**config.mk**
```make
export PLATFORM = sky130hd
export DESIGN_NAME = fpu_issue_queue_flat
export DESIGN_NICKNAME = d
export VERILOG_FILES = /design/src/rtl/fpu_issue_queue_if.sv /design/src/rtl/fpu_issue_queue.sv /design/src/flat_wrapper.sv
export SDC_FILE = /design/constraint.sdc
export NUM_CORES = 1
export LEC_CHECK = 0
export BUFFER_PORTS_ARGS = -buffer_cell sky130_fd_sc_hd__buf_2
export CORE_MARGIN = 1
export CORE_UTILIZATION = 24
export DETAILED_ROUTE_END_ITERATION = 7
export GPL_ROUTABILITY_DRIVEN = 0
export GPL_TIMING_DRIVEN = 0
export PLACE_DENSITY = 0.38
export SLEW_MARGIN = 10
export SYNTH_ARGS = -nofsm -noshare
export SYNTH_HDL_FRONTEND = slang
export SYNTH_SLANG_ARGS = --single-unit
```
**constraint.sdc**
```tcl
create_clock -name clock -period 9.3 [get_ports clock]
set_clock_uncertainty 0.1 [all_clocks]
set_input_delay 1.86 -clock clock [delete_from_list [all_inputs] [get_ports clock]]
set_output_delay 1.86 -clock clock [all_outputs]
set_load 0.05 [all_outputs]
```
**src/rtl/fpu_issue_queue_if.sv**
```systemverilog
// Decode-to-FPU-to-writeback bundle for fpu_issue_queue.
// The slave modport is the queue's view; master is the surrounding core/FPU.
interface fpu_issue_queue_if #(
  parameter int DEPTH = 4,
  parameter int TAG_W = 5
);
  logic                   enq_valid;
  logic                   enq_ready;
  logic [31:0]            enq_a;
  logic [31:0]            enq_b;
  logic [6:0]             enq_funct7;
  logic [2:0]             enq_funct3;
  logic                   enq_rs2b0;
  logic [TAG_W-1:0]       enq_rd;

  logic                   fpu_valid;
  logic                   fpu_ready;
  logic [31:0]            fpu_a;
  logic [31:0]            fpu_b;
  logic [6:0]             fpu_funct7;
  logic [2:0]             fpu_funct3;
  logic                   fpu_rs2b0;
  logic [31:0]            fpu_r;

  logic                   wb_valid;
  logic                   wb_ready;
  logic [TAG_W-1:0]       wb_rd;
  logic [31:0]            wb_data;

  logic                   flush;
  logic [$clog2(DEPTH):0] occupancy;

  modport slave (
    input  enq_valid, enq_a, enq_b, enq_funct7, enq_funct3, enq_rs2b0, enq_rd,
    input  fpu_ready, fpu_r, wb_ready, flush,
    output enq_ready, fpu_valid, fpu_a, fpu_b, fpu_funct7, fpu_funct3, fpu_rs2b0,
    output wb_valid, wb_rd, wb_data, occupancy
  );

  modport master (
    output enq_valid, enq_a, enq_b, enq_funct7, enq_funct3, enq_rs2b0, enq_rd,
    output fpu_ready, fpu_r, wb_ready, flush,
    input  enq_ready, fpu_valid, fpu_a, fpu_b, fpu_funct7, fpu_funct3, fpu_rs2b0,
    input  wb_valid, wb_rd, wb_data, occupancy
  );
endinterface

```
**src/rtl/fpu_issue_queue.sv**
```systemverilog
// In-order FPU issue FIFO + 2-entry result FIFO; enq->fpu_valid 1 cycle, fpu_ready->wb_valid 1 cycle.
// Backpressure: enq_ready drops when full or flushing; issue stalls unless a result slot is guaranteed.
module fpu_issue_queue #(
  parameter int DEPTH = 4,
  parameter int TAG_W = 5
) (
  input logic              clock,
  input logic              reset_n,
  fpu_issue_queue_if.slave bus
);
  localparam int PW = $clog2(DEPTH);
  localparam int CW = PW + 1;

  typedef struct packed {
    logic [31:0]      a;
    logic [31:0]      b;
    logic [6:0]       funct7;
    logic [2:0]       funct3;
    logic             rs2b0;
    logic [TAG_W-1:0] rd;
  } entry_t;

  typedef struct packed {
    logic [TAG_W-1:0] rd;
    logic [31:0]      data;
  } result_t;

  typedef enum logic {IDLE, EXEC} state_t;

  entry_t  iq [DEPTH];
  result_t rq [2];

  logic [PW-1:0] wr_ptr, rd_ptr;
  logic [CW-1:0] cnt, cnt_next;
  logic          rq_wr, rq_rd;
  logic [1:0]    rcnt, rcnt_next;
  state_t        state, state_next;

  logic   enq_ready, enq_fire, complete, wb_pop, can_issue, fpu_valid;
  entry_t head;
  entry_t enq_entry;

  assign head      = iq[rd_ptr];
  assign enq_entry = '{a: bus.enq_a, b: bus.enq_b, funct7: bus.enq_funct7,
                       funct3: bus.enq_funct3, rs2b0: bus.enq_rs2b0, rd: bus.enq_rd};

  assign enq_ready = (cnt != CW'(DEPTH)) && !bus.flush;
  assign enq_fire  = bus.enq_valid && enq_ready;
  assign complete  = (state == EXEC) && bus.fpu_ready && !bus.flush;
  assign wb_pop    = (rcnt != 2'd0) && bus.wb_ready;

  assign cnt_next  = cnt + CW'(enq_fire) - CW'(complete);
  assign rcnt_next = rcnt + 2'(complete) - 2'(wb_pop);
  // Credit check: the op being issued must find a free result slot when it completes.
  assign can_issue = (cnt_next != '0) && (rcnt_next <= 2'd1);

  always_comb begin
    state_next = state;
    fpu_valid  = 1'b0;
    case (state)
      IDLE: begin
        if (!bus.flush && can_issue) state_next = EXEC;
      end
      EXEC: begin
        fpu_valid = 1'b1;
        if (bus.flush)                  state_next = IDLE;
        else if (complete && !can_issue) state_next = IDLE;
      end
      default: state_next = IDLE;
    endcase
  end

  always_ff @(posedge clock) begin
    if (!reset_n) state <= IDLE;
    else          state <= state_next;
  end

  always_ff @(posedge clock) begin
    if (!reset_n) begin
      wr_ptr <= '0;
      rd_ptr <= '0;
      cnt    <= '0;
      rq_wr  <= 1'b0;
      rq_rd  <= 1'b0;
      rcnt   <= '0;
    end else if (bus.flush) begin
      // Emptying by pointer equalisation; a completion in this cycle is dropped.
      rd_ptr <= wr_ptr;
      cnt    <= '0;
      rq_rd  <= rq_wr;
      rcnt   <= '0;
    end else begin
      if (enq_fire) wr_ptr <= wr_ptr + PW'(1);
      if (complete) rd_ptr <= rd_ptr + PW'(1);
      if (complete) rq_wr  <= ~rq_wr;
      if (wb_pop)   rq_rd  <= ~rq_rd;
      cnt  <= cnt_next;
      rcnt <= rcnt_next;
    end
  end

  always_ff @(posedge clock) begin
    if (enq_fire) iq[wr_ptr] <= enq_entry;
    if (complete) rq[rq_wr]  <= '{rd: head.rd, data: bus.fpu_r};
  end

  assign bus.enq_ready  = enq_ready;
  assign bus.fpu_valid  = fpu_valid;
  assign bus.fpu_a      = head.a;
  assign bus.fpu_b      = head.b;
  assign bus.fpu_funct7 = head.funct7;
  assign bus.fpu_funct3 = head.funct3;
  assign bus.fpu_rs2b0  = head.rs2b0;
  assign bus.wb_valid   = (rcnt != 2'd0);
  assign bus.wb_rd      = rq[rq_rd].rd;
  assign bus.wb_data    = rq[rq_rd].data;
  assign bus.occupancy  = cnt;
endmodule
```
**src/flat_wrapper.sv**
```systemverilog
// flat-port wrapper written by rule: the top's interface ports become plain ports
module fpu_issue_queue_flat 
#(
  parameter int DEPTH = 4,
  parameter int TAG_W = 5
)
  (clock, reset_n, bus_enq_valid, bus_enq_a, bus_enq_b, bus_enq_funct7, bus_enq_funct3, bus_enq_rs2b0, bus_enq_rd, bus_fpu_ready, bus_fpu_r, bus_wb_ready, bus_flush, bus_enq_ready, bus_fpu_valid, bus_fpu_a, bus_fpu_b, bus_fpu_funct7, bus_fpu_funct3, bus_fpu_rs2b0, bus_wb_valid, bus_wb_rd, bus_wb_data, bus_occupancy);
  fpu_issue_queue_if #(.DEPTH(DEPTH), .TAG_W(TAG_W)) bus_i ();
  input logic clock;
  input logic reset_n;
  input wire logic [$bits(bus_i.enq_valid)-1:0] bus_enq_valid;
  input wire logic [$bits(bus_i.enq_a)-1:0] bus_enq_a;
  input wire logic [$bits(bus_i.enq_b)-1:0] bus_enq_b;
  input wire logic [$bits(bus_i.enq_funct7)-1:0] bus_enq_funct7;
  input wire logic [$bits(bus_i.enq_funct3)-1:0] bus_enq_funct3;
  input wire logic [$bits(bus_i.enq_rs2b0)-1:0] bus_enq_rs2b0;
  input wire logic [$bits(bus_i.enq_rd)-1:0] bus_enq_rd;
  input wire logic [$bits(bus_i.fpu_ready)-1:0] bus_fpu_ready;
  input wire logic [$bits(bus_i.fpu_r)-1:0] bus_fpu_r;
  input wire logic [$bits(bus_i.wb_ready)-1:0] bus_wb_ready;
  input wire logic [$bits(bus_i.flush)-1:0] bus_flush;
  output wire logic [$bits(bus_i.enq_ready)-1:0] bus_enq_ready;
  output wire logic [$bits(bus_i.fpu_valid)-1:0] bus_fpu_valid;
  output wire logic [$bits(bus_i.fpu_a)-1:0] bus_fpu_a;
  output wire logic [$bits(bus_i.fpu_b)-1:0] bus_fpu_b;
  output wire logic [$bits(bus_i.fpu_funct7)-1:0] bus_fpu_funct7;
  output wire logic [$bits(bus_i.fpu_funct3)-1:0] bus_fpu_funct3;
  output wire logic [$bits(bus_i.fpu_rs2b0)-1:0] bus_fpu_rs2b0;
  output wire logic [$bits(bus_i.wb_valid)-1:0] bus_wb_valid;
  output wire logic [$bits(bus_i.wb_rd)-1:0] bus_wb_rd;
  output wire logic [$bits(bus_i.wb_data)-1:0] bus_wb_data;
  output wire logic [$bits(bus_i.occupancy)-1:0] bus_occupancy;
  assign bus_i.enq_valid = bus_enq_valid;
  assign bus_i.enq_a = bus_enq_a;
  assign bus_i.enq_b = bus_enq_b;
  assign bus_i.enq_funct7 = bus_enq_funct7;
  assign bus_i.enq_funct3 = bus_enq_funct3;
  assign bus_i.enq_rs2b0 = bus_enq_rs2b0;
  assign bus_i.enq_rd = bus_enq_rd;
  assign bus_i.fpu_ready = bus_fpu_ready;
  assign bus_i.fpu_r = bus_fpu_r;
  assign bus_i.wb_ready = bus_wb_ready;
  assign bus_i.flush = bus_flush;
  assign bus_enq_ready = bus_i.enq_ready;
  assign bus_fpu_valid = bus_i.fpu_valid;
  assign bus_fpu_a = bus_i.fpu_a;
  assign bus_fpu_b = bus_i.fpu_b;
  assign bus_fpu_funct7 = bus_i.fpu_funct7;
  assign bus_fpu_funct3 = bus_i.fpu_funct3;
  assign bus_fpu_rs2b0 = bus_i.fpu_rs2b0;
  assign bus_wb_valid = bus_i.wb_valid;
  assign bus_wb_rd = bus_i.wb_rd;
  assign bus_wb_data = bus_i.wb_data;
  assign bus_occupancy = bus_i.occupancy;
  fpu_issue_queue #(.DEPTH(DEPTH), .TAG_W(TAG_W)) u_core (.clock(clock), .reset_n(reset_n), .bus(bus_i));
endmodule
```
==> key figures, run 1 <==
Detailed routing
  • Final WL: around 34 mm
  • Iteration-0 DRC Markers: 314
  • Avg WL per Cell: 18.3 um
  • Post-route ant nets: 0
  • Drt first pass iters: 4
  • Total number of vias: 7,321
  • DRC Markers: 0
  • Number of vias per cell: about 3.9

Timing
  • Final Hold Fails: 0
  • Hold slack: about 0.42 ns
  • Final setup fails: 0
  • Setup TNS: 0 ns
  • Fmax: 214 MHz
  • Post-route clock period utilization: ~50%
  • Max_slew headroom: between 40% and 50%
  • PnR worst setup slack: around 4.6 ns
  • Worst Tran Pin Value: 0.869 ns
  • Fin. max-slew vios: 0
  • RSZ-0062 raised after global routing: false
  • Min Tclk post-route: about 4.7 ns

Critical path
  • Crit path kind: flip-flop to primary output
  • Crit path launch type: flip-flop
  • Critical Path AT: 2.71 ns
  • Req. time, crit path: 7.34 ns
  • CP endpoint kind: primary output
  • Worst-path maximum fanout: 10

Placement
  • # port buffers: 235
  • Detailed Place HPWL: ~22 mm
  • Place WS: approximately 4.8 ns
  • Area after DPL: roughly 18,000 um^2
  • Inst Count DP: around 1,800

Yosys
  • Unique masters post-synth: 32
  • Synth Cell Area: around 16,000 um^2
  • Share of synthesized area occupied by flip-flops and latches: just under 80%
  • Syn Inst Count: between 600 and 700
  • Ys async rst share: 0%
  • Warnings, synthesis: 0
  • Ys flop type: edfxtp_1
  • Avg Inst Size Synth: around 23 um^2
  • Synth Net Count: 815
  • Synth Register Bits: approximately 400
  • EDFF count, synth: 394

Power
  • Clock network power share: between 40% and 50%
  • Reg power frac: about half
  • Pint: approximately 3.2 mW
  • PwrDens: between 200 and 250 nW/um^2
  • Worst vdd ir: between 0.0001 and 0.00015 V
  • Total power: 4.27 mW
  • Net switching power: 1.03 mW
  • Leak: 6.78 nW
  • Sw Share: between 20% and 30%
  • Logic pwr share: just over 10%

Finish
  • Antenna Diode Count: 0
  • Commonest non-fill, non-tap cell in the layout: edfxtp_1
  • Final Cell Area: around 20,000 um^2
  • Fin cells: 1,878
  • Most frequent cells in the layout: edfxtp_1 (394), buf_2 (248), mux4_2 (80), buf_4 (77), clkbuf_16 (49)
  • Share of cells above drive strength 1: between 50% and 60%
  • Area grow syn2layout: 25.7%
  • Final net count: between 1,000 and 1,500
  • Final core occ: just over 30%

Clocking
  • Clock Latency Late Sink: around 0.58 ns
  • CTS max path bufs: 3
  • CTS tree: done
  • Inserted Clock Buffers: between 40 and 50
  • Post_cts resized: 0
  • Post-CTS Setup Repair Bufs: 0
  • Hold Buf Count CTS: 0
  • Root Buffer Master: clkbuf_16
  • CTS Sinks: 409
  • Clock Pin Slew Worst Setup and Hold Paths: around 0.060 ns
  • Max H-tree Level: 2

Global route
  • Initial antenna violation count: 8
  • Total track usage: between 10% and 20%
  • First-pass GRT wire length: roughly 50 mm
  • Largest net degree at the start of global routing: between 40 and 50
  • GRT overflow: 0
  • Vias in the first global route: 7,879

Die
  • Initial Utilization: between 20% and 30%
  • Core Area: roughly 64,000 um^2
  • Total die area: around 66,000 um^2
  • Horiz. Die Dim: 257 um
  • Die height: 257 um
  • # IOs: around 240
  • FP Rows: just over 90

Hold path
  • Hold Path Class: flip-flop to flip-flop

Status
  • Outcome: completed

Run
  • MaxCap Viol Count: 0
per-layer routing:
layer | up-vias | share of wire, % | global-route usage (%)
li1 | 3330 | - | -
met2 | 196 | 48 | 16.7
met1 | 3711 | 42 | 12.7
met5 | - | 0.27 | 0
met4 | 16 | 2.3 | 3.34
met3 | 68 | 8.3 | 4.07
logic make-up after synthesis:
family                     after synthesis  synth area share [%]
buffers and inverters                  107                  5.33
and+or+nand+nor                         29                  1.03
xor gates and xnor gates                 5                 0.457
adders and majority gates                9                 0.769
muxes                                  117                  14.2
DFF                                    409                  77.7
AOI/OAI and AO/OA                       12                 0.553
critical path: stages (launching register included):
cell and delay [ns]:
dfxtp_1 0.30, buf_1 0.65, buf_2 0.44, mux4_2 0.37
buf_4 0.15, buf_2 0.21
synth_stat cells, types with 2 or more instances:
cell	count	area share (%)
and2_1	5	0.20
o21a_1	3	0.14
mux4_2	80	12
and3_1	4	0.16
nand3_1	3	0.096
buf_2	13	0.42
dfxtp_1	15	1.9
xnor3_1	2	0.29
o21ai_0	2	0.064
buf_12	8	1.0
edfxtp_1	394	76
xnor2_1	3	0.17
nand2_1	4	0.096
mux2_2	37	2.7
a21oi_1	2	0.064
nor2b_1	2	0.080
inv_1	10	0.24
ha_1	8	0.64
nor3_1	2	0.064
nor2_1	4	0.096
buf_4	74	3.6
a211oi_1	2	0.096
o211a_1	2	0.13
final timing paths:
| path | cells past startpoint | slack, ns | start | to |
|---|---|---|---|---|
| worst max-delay path | 5 | 4.63 | flip-flop | bus_fpu_b[1] |
| worst min-delay path | 2 | 0.42 | u_core.state | u_core.state |
| worst max register to register | 7 | 6.80 | u_core.bus.occupancy[2] | u_core.state |
| worst min register to register | 2 | 0.42 | u_core.state | u_core.state |
final cells by class:
cell class | instances | area [um^2]
Buffer | 97 | 796
Clock buffer | 56 | 1250
Clock inverter | 31 | 243
Fill cell | 6354 | 44700
Inverter | 10 | 37.5
Multi-Input combinational cell | 172 | 2680
Sequential cell | 409 | 12100
Tap cell | 855 | 1070
Timing Repair Buffer | 248 | 1420
power by group through the flow:
stage / logic [mW] / registers (mW) / clock network, mW
final: 0.431 / 2.07 / 1.77
after global routing: 0.460 / 2.07 / 1.91
after CTS: 0.442 / 2.07 / 1.85
after detailed placement: 0.440 / 2.11 / 0
after global placement: 0.433 / 2.11 / 0
after floorplan: 0.307 / 2.11 / 0
registers in the layout (all words and copies together), names as in the netlist, named ones only:
register and flops:
u_core.rq_rd 1, u_core.rq_wr 1, u_core.iq 320, u_core.bus.occupancy 3, u_core.state 1, u_core.wr_ptr 2, u_core.rcnt 2, u_core.rd_ptr 2
u_core.rq 74
(Power assumes the default switching activity.)
==> run 2, diff against run 1 <==
Settings changed: ABC_AREA from default to 1.
Clock period 9.3 ns to 4.7 ns, I/O delays scaled along.
==> key figures, run 2 <==
Die
  • Total die area: approximately 67,000 um^2
  • Horiz. Die Dim: roughly 260 um
  • Initial Utilization: about a quarter
  • Core Area: about 65,000 um^2
  • Die height: roughly 260 um
  • FP Rows: between 90 and 100
  • # IOs: ~240

Clocking
  • Max H-tree Level: 2
  • CTS Sinks: 409
  • Hold Buf Count CTS: 0
  • CTS max path bufs: 3
  • Post_cts resized: 0
  • Clock Latency Late Sink: approximately 0.58 ns
  • Post-CTS Setup Repair Bufs: 0
  • Inserted Clock Buffers: 48
  • CTS tree: done
  • Clock Pin Slew Worst Setup and Hold Paths: 0.06 ns
  • Root Buffer Master: clkbuf_16

Yosys
  • Syn Inst Count: between 1,000 and 1,500
  • Warnings, synthesis: 0
  • Ys flop type: edfxtp_1
  • Ys async rst share: 0%
  • EDFF count, synth: between 300 and 400
  • Synth area leader: edfxtp_1
  • Synth Cell Area: between 15,000 and 20,000 um^2
  • Share of the synthesized area in the top cell type: approximately 75%
  • Synth Net Count: ~1,200
  • Top cells by area, synth: edfxtp_1 (75%), o21ai_0 (4.9%), nor2_1 (4.1%), buf_4 (3.6%), o22ai_1 (3.2%)
  • Post-synth top cells: edfxtp_1 (394), nor2_1 (174), o21ai_0 (155)
  • Most common cell in the netlist: edfxtp_1
  • Avg Inst Size Synth: between 10 and 15 um^2
  • Synth Register Bits: approximately 400
  • Share of synthesized area occupied by flip-flops and latches: around 77%
  • Unique masters post-synth: 25

Timing
  • Max_slew headroom: 48.0%
  • Fmax: around 250 MHz
  • Final Hold Fails: 0
  • PnR worst setup slack: just over 0.7 ns
  • Fin. max-slew vios: 0
  • Final setup fails: 0
  • Worst Tran Pin Value: 0.778 ns
  • RSZ-0062 raised after global routing: false
  • Post-route clock period utilization: between 80% and 90%
  • Min Tclk post-route: 3.98 ns

Status
  • Outcome: completed

Critical path
  • Req. time, crit path: ~3.7 ns
  • Critical Path AT: slightly below 3 ns
  • Crit path kind: flip-flop to primary output
  • Worst-path maximum fanout: 10
  • Crit path launch type: flip-flop
  • CP endpoint kind: primary output

Placement
  • Detailed Place HPWL: 27.3 mm
  • # port buffers: approximately 240
  • Place WS: around 1.2 ns
  • Area after DPL: around 19,000 um^2

Detailed routing
  • DRC Markers: 0
  • Number of vias per cell: about 4.2
  • Total number of vias: approximately 9,400
  • Iteration-0 DRC Markers: between 500 and 600
  • Drt first pass iters: 4
  • Post-route ant nets: 0
  • Final WL: 42.2 mm
  • Avg WL per Cell: approximately 19 um

Finish
  • Most frequent cells in the layout: edfxtp_1 (394), buf_2 (240), nor2_1 (168), o21ai_0 (155), o22ai_1 (80)
  • Biggest register: u_core.iq
  • Area grow syn2layout: 27.6%
  • Final core occ: between 30 and 40%
  • Share of cells above drive strength 1: 32.9%
  • Final Cell Area: 20,200 um^2
  • Final net count: roughly 1,500
  • Commonest non-fill, non-tap cell in the layout: edfxtp_1
  • Max reg flops: 320

Global route
  • Vias in the first global route: 9,548
  • First-pass GRT wire length: around 61 mm
  • Largest net degree at the start of global routing: 23
  • Initial antenna violation count: 12
  • Total track usage: about an eighth
  • GRT overflow: 0

Power
  • Leak: just over 7 nW
  • Worst vdd ir: about 0.00026 V
  • PwrDens: between 400 and 500 nW/um^2

Hold path
  • Hold Path Class: flip-flop to flip-flop

Run
  • MaxCap Viol Count: 0
run 2: cell count changes in the layout (fill, tap and decap cells not counted), sizes merged, moves of 14 or more:
| cell | before | now |
|---|---|---|
| nand2 | 4 | 18 |
| nor2 | 4 | 174 |
| o21ai | 2 | 165 |
| mux4 | 80 | 0 |
| clkbuf | 56 | 90 |
| inv | 11 | 31 |
| o22ai | 0 | 80 |
run 2: path summary, 6_finish.rpt:
| check | start | endpoint | slack [ns] | cells after the start |
|---|---|---|---|---|
| setup / recovery | flip-flop | bus_fpu_b[9] | 0.72 | 7 |
| hold / removal | u_core.state | u_core.state | 0.39 | 2 |
| setup reg to reg | u_core.bus.occupancy[1] | u_core.iq[2][18] | 2.13 | 7 |
| hold reg to reg | u_core.state | u_core.state | 0.39 | 2 |
run 2: routing by layer:
layer  part of all wire [%]  track usage [%]  vias to the layer above  wire (um)
met5                   0.28                0                        -        117
met4                    2.4             4.19                       18       1020
met3                    7.7             3.95                       85       3250
met2                     47             20.2                      254      19900
met1                     42             15.5                     4569      17900
li1                       -                -                     4521          -
run 2: layout make-up:
class                      instances  area [um^2]
inverter                          28          110
fill                            6473        44600
buffer                           130          875
sequential                       409        12100
antenna                            3         7.51
clock buffer                      52         1220
clock inverter                    37          407
multi-input combinational        501         2740
timing repair buffer             255         1620
tap                              855         1070
run 2: logic make-up after synthesis:
family                   Yosys count  share of synthesized area [%]
AO/OA/AOI/OAI                    255                           8.73
XOR/XNOR                           1                         0.0554
adder cells (fa/ha/maj)            9                          0.760
buffers and inverters            158                           6.23
flip-flops                       409                           76.7
multiplexers                      38                           2.70
AND/OR/NAND/NOR                  198                           4.80
run 2: power breakdown:
group	internal, mW	total (mW)	switching [mW]
clock	2.31	3.83	1.51
sequential	4.09	4.11	0.0184
combinational	0.317	1.04	0.723
run 2: critical path, stage by stage, from the launching register on:
cell,delay [ns]
dfxtp_1,0.29
buf_2,0.25
inv_1,0.54
clkbuf_1,0.49
o21ai_0,0.18
o22ai_1,0.20
buf_4,0.14
buf_2,0.25
run 2: per-stage QoR:
step,power [mW],hold WS (ns),TNS (ns),cells
global placement,5.23,0.377,-1487.10,2158
finish,8.97,0.390,0,2270
global route,9.32,0.420,0,2268
detailed placement,5.24,0.387,0,2178
CTS,9.13,0.396,0,2267
floorplan,4.90,0.376,-166.20,1068
==> run 3, diff against run 2 <==
Settings changed: ABC_AREA 1 to 0.
Clock period 4.7 ns to 3.79 ns, I/O delays scaled along.
==> key figures, run 3 (same netlist as run 1, synthesis figures left out) <==
Status
  • Outcome: completed

Finish
  • Area grow syn2layout: 25.8%
  • Most frequent cells in the layout: edfxtp_1 (394), buf_2 (248), mux4_2 (80), buf_4 (74), clkbuf_16 (51)
  • Commonest non-fill, non-tap cell in the layout: edfxtp_1
  • Biggest register: u_core.iq
  • Antenna Diode Count: 0
  • Final net count: around 1,100
  • Max reg flops: 320
  • Final Cell Area: just under 20,000 um^2
  • Share of cells above drive strength 1: 52.2%

Critical path
  • Worst-path maximum fanout: 10
  • RR Endpoint: u_core.state
  • CP endpoint kind: primary output
  • Critical Path AT: roughly 2.5 ns
  • R2r setup slk: around 1.3 ns
  • Crit path launch type: flip-flop
  • Critical R2R Launch: u_core.state
  • Req. time, crit path: 2.93 ns
  • R2R depth: 9
  • Crit path kind: flip-flop to primary output

Die
  • Initial Utilization: about a quarter
  • FP Rows: 93
  • Horiz. Die Dim: ~260 um
  • Core Area: between 60,000 and 70,000 um^2
  • Total die area: about 66,000 um^2
  • Die height: around 260 um
  • # IOs: approximately 240

Detailed routing
  • Final WL: roughly 35 mm
  • Iteration-0 DRC Markers: 304
  • Drt first pass iters: 5
  • Avg WL per Cell: ~19 um
  • DRC Markers: 0
  • Total number of vias: ~7,400
  • Number of vias per cell: 3.95
  • Post-route ant nets: 0

Timing
  • Worst Tran Pin Value: between 0.7 and 0.8 ns
  • Max_slew headroom: 48.0%
  • PnR worst setup slack: roughly 0.43 ns
  • Final setup fails: 0
  • Final Hold Fails: 0
  • Fin. max-slew vios: 0
  • Min Tclk post-route: 3.36 ns
  • Post-route clock period utilization: just under 90%
  • Setup TNS: 0 ns
  • RSZ-0062 raised after global routing: false
  • Fmax: around 300 MHz

Clocking
  • Max H-tree Level: 2
  • Clock Pin Slew Worst Setup and Hold Paths: 0.05 ns
  • CTS Sinks: approximately 410
  • CTS tree: done
  • Post-CTS Setup Repair Bufs: 0
  • Hold Buf Count CTS: 0
  • Root Buffer Master: clkbuf_16
  • CTS max path bufs: 3
  • Clock Latency Late Sink: between 0.5 and 0.6 ns
  • Inserted Clock Buffers: between 40 and 50
  • Post_cts resized: 0

Global route
  • Largest net degree at the start of global routing: 45
  • First-pass GRT wire length: between 50 and 60 mm
  • Initial antenna violation count: 11
  • GRT overflow: 0
  • Total track usage: roughly a tenth
  • Vias in the first global route: 8,286

Power
  • Total power: 10.7 mW
  • Worst vdd ir: approximately 0.00028 V
  • Leak: ~6.8 nW
  • PwrDens: between 500 and 600 nW/um^2

Hold path
  • Hold depth: 1
  • Hold Path Class: primary input to flip-flop
  • Hold path start: bus_fpu_r[7]
  • Worst Hold End: u_core.rq[0][7]

Placement
  • Detailed Place HPWL: 21.8 mm
  • Area after DPL: 18,100 um^2
  • # port buffers: roughly 240
  • Place WS: 0.592 ns

Run
  • MaxCap Viol Count: 0
==> run 3: changes by cell type in the layout (fill, tap and decap cells not counted), moves of 6 or more <==
| cell | delta |
|---|---|
| nor2_4 | -6 |
| buf_6 | -10 |
| buf_2 | +8 |
| clkbuf_1 | -37 |
| o21ai_1 | -10 |
| inv_1 | -17 |
| o22ai_1 | -80 |
| mux4_2 | +80 |
| nand2_1 | -14 |
| nor2_1 | -164 |
| o21ai_0 | -153 |
==> run 3: area by class of cell <==
cell class                      count  area (um^2)
Fill cell                        6337        44700
Sequential cell                   409        12100
Multi-Input combinational cell    172         2690
Timing Repair Buffer              244         1380
Clock buffer                       56         1290
Tap cell                          855         1070
Buffer                             96          792
Clock inverter                     31          255
Inverter                           10         37.5
==> run 3: how the worst max path moves through the flow <==
| stage | startpoint | endpoint | slack (ns) | cells after the start |
|---|---|---|---|---|
| 2_1_floorplan | bus_enq_valid | u_core.iq[0][0] | 0.29 | 2 |
| 3_5_place_dp | flip-flop | bus_fpu_b[16] | 0.59 | 5 |
| 4_1_cts | flip-flop | bus_fpu_b[16] | 0.17 | 4 |
| 6_report | flip-flop | bus_fpu_b[16] | 0.43 | 4 |
| 3_3_place_gp | bus_flush | u_core.iq[1][76] | -2.08 | 3 |
| 5_1_grt | flip-flop | bus_fpu_b[16] | 0.21 | 4 |
==> run 3: worst max-delay path, stage by stage, from the launching register on <==
cell	delay (ns)
dfxtp_1	0.76
buf_2	0.44
mux4_2	0.35
buf_4	0.14
buf_2	0.22
==> run 3: report_power, final <==
part	total, mW	internal, mW	switching (mW)
combinational	1.05	0.390	0.660
sequential	5.08	5.05	0.0237
clock	4.52	2.70	1.82
total	10.7	8.14	2.51
==> run 3: stage by stage <==
step           util [%]  hold slack, ns  std cells
2_1_floorplan         -           0.384        688
3_3_place_gp       27.8           0.414       1778
3_5_place_dp       28.1           0.416       1787
4_1_cts            30.5           0.209       1873
5_1_grt            30.5           0.232       1873
6_report           30.5           0.267       1873
==> run 3: per-layer routing <==
metal / vias up / global-route usage (%) / share of wire (%)
met5: - / 0 / 0.41
met4: 22 / 4.02 / 2.6
met3: 82 / 4.24 / 8.6
met2: 214 / 17.4 / 48
met1: 3746 / 12.5 / 40
li1: 3333 / - / -
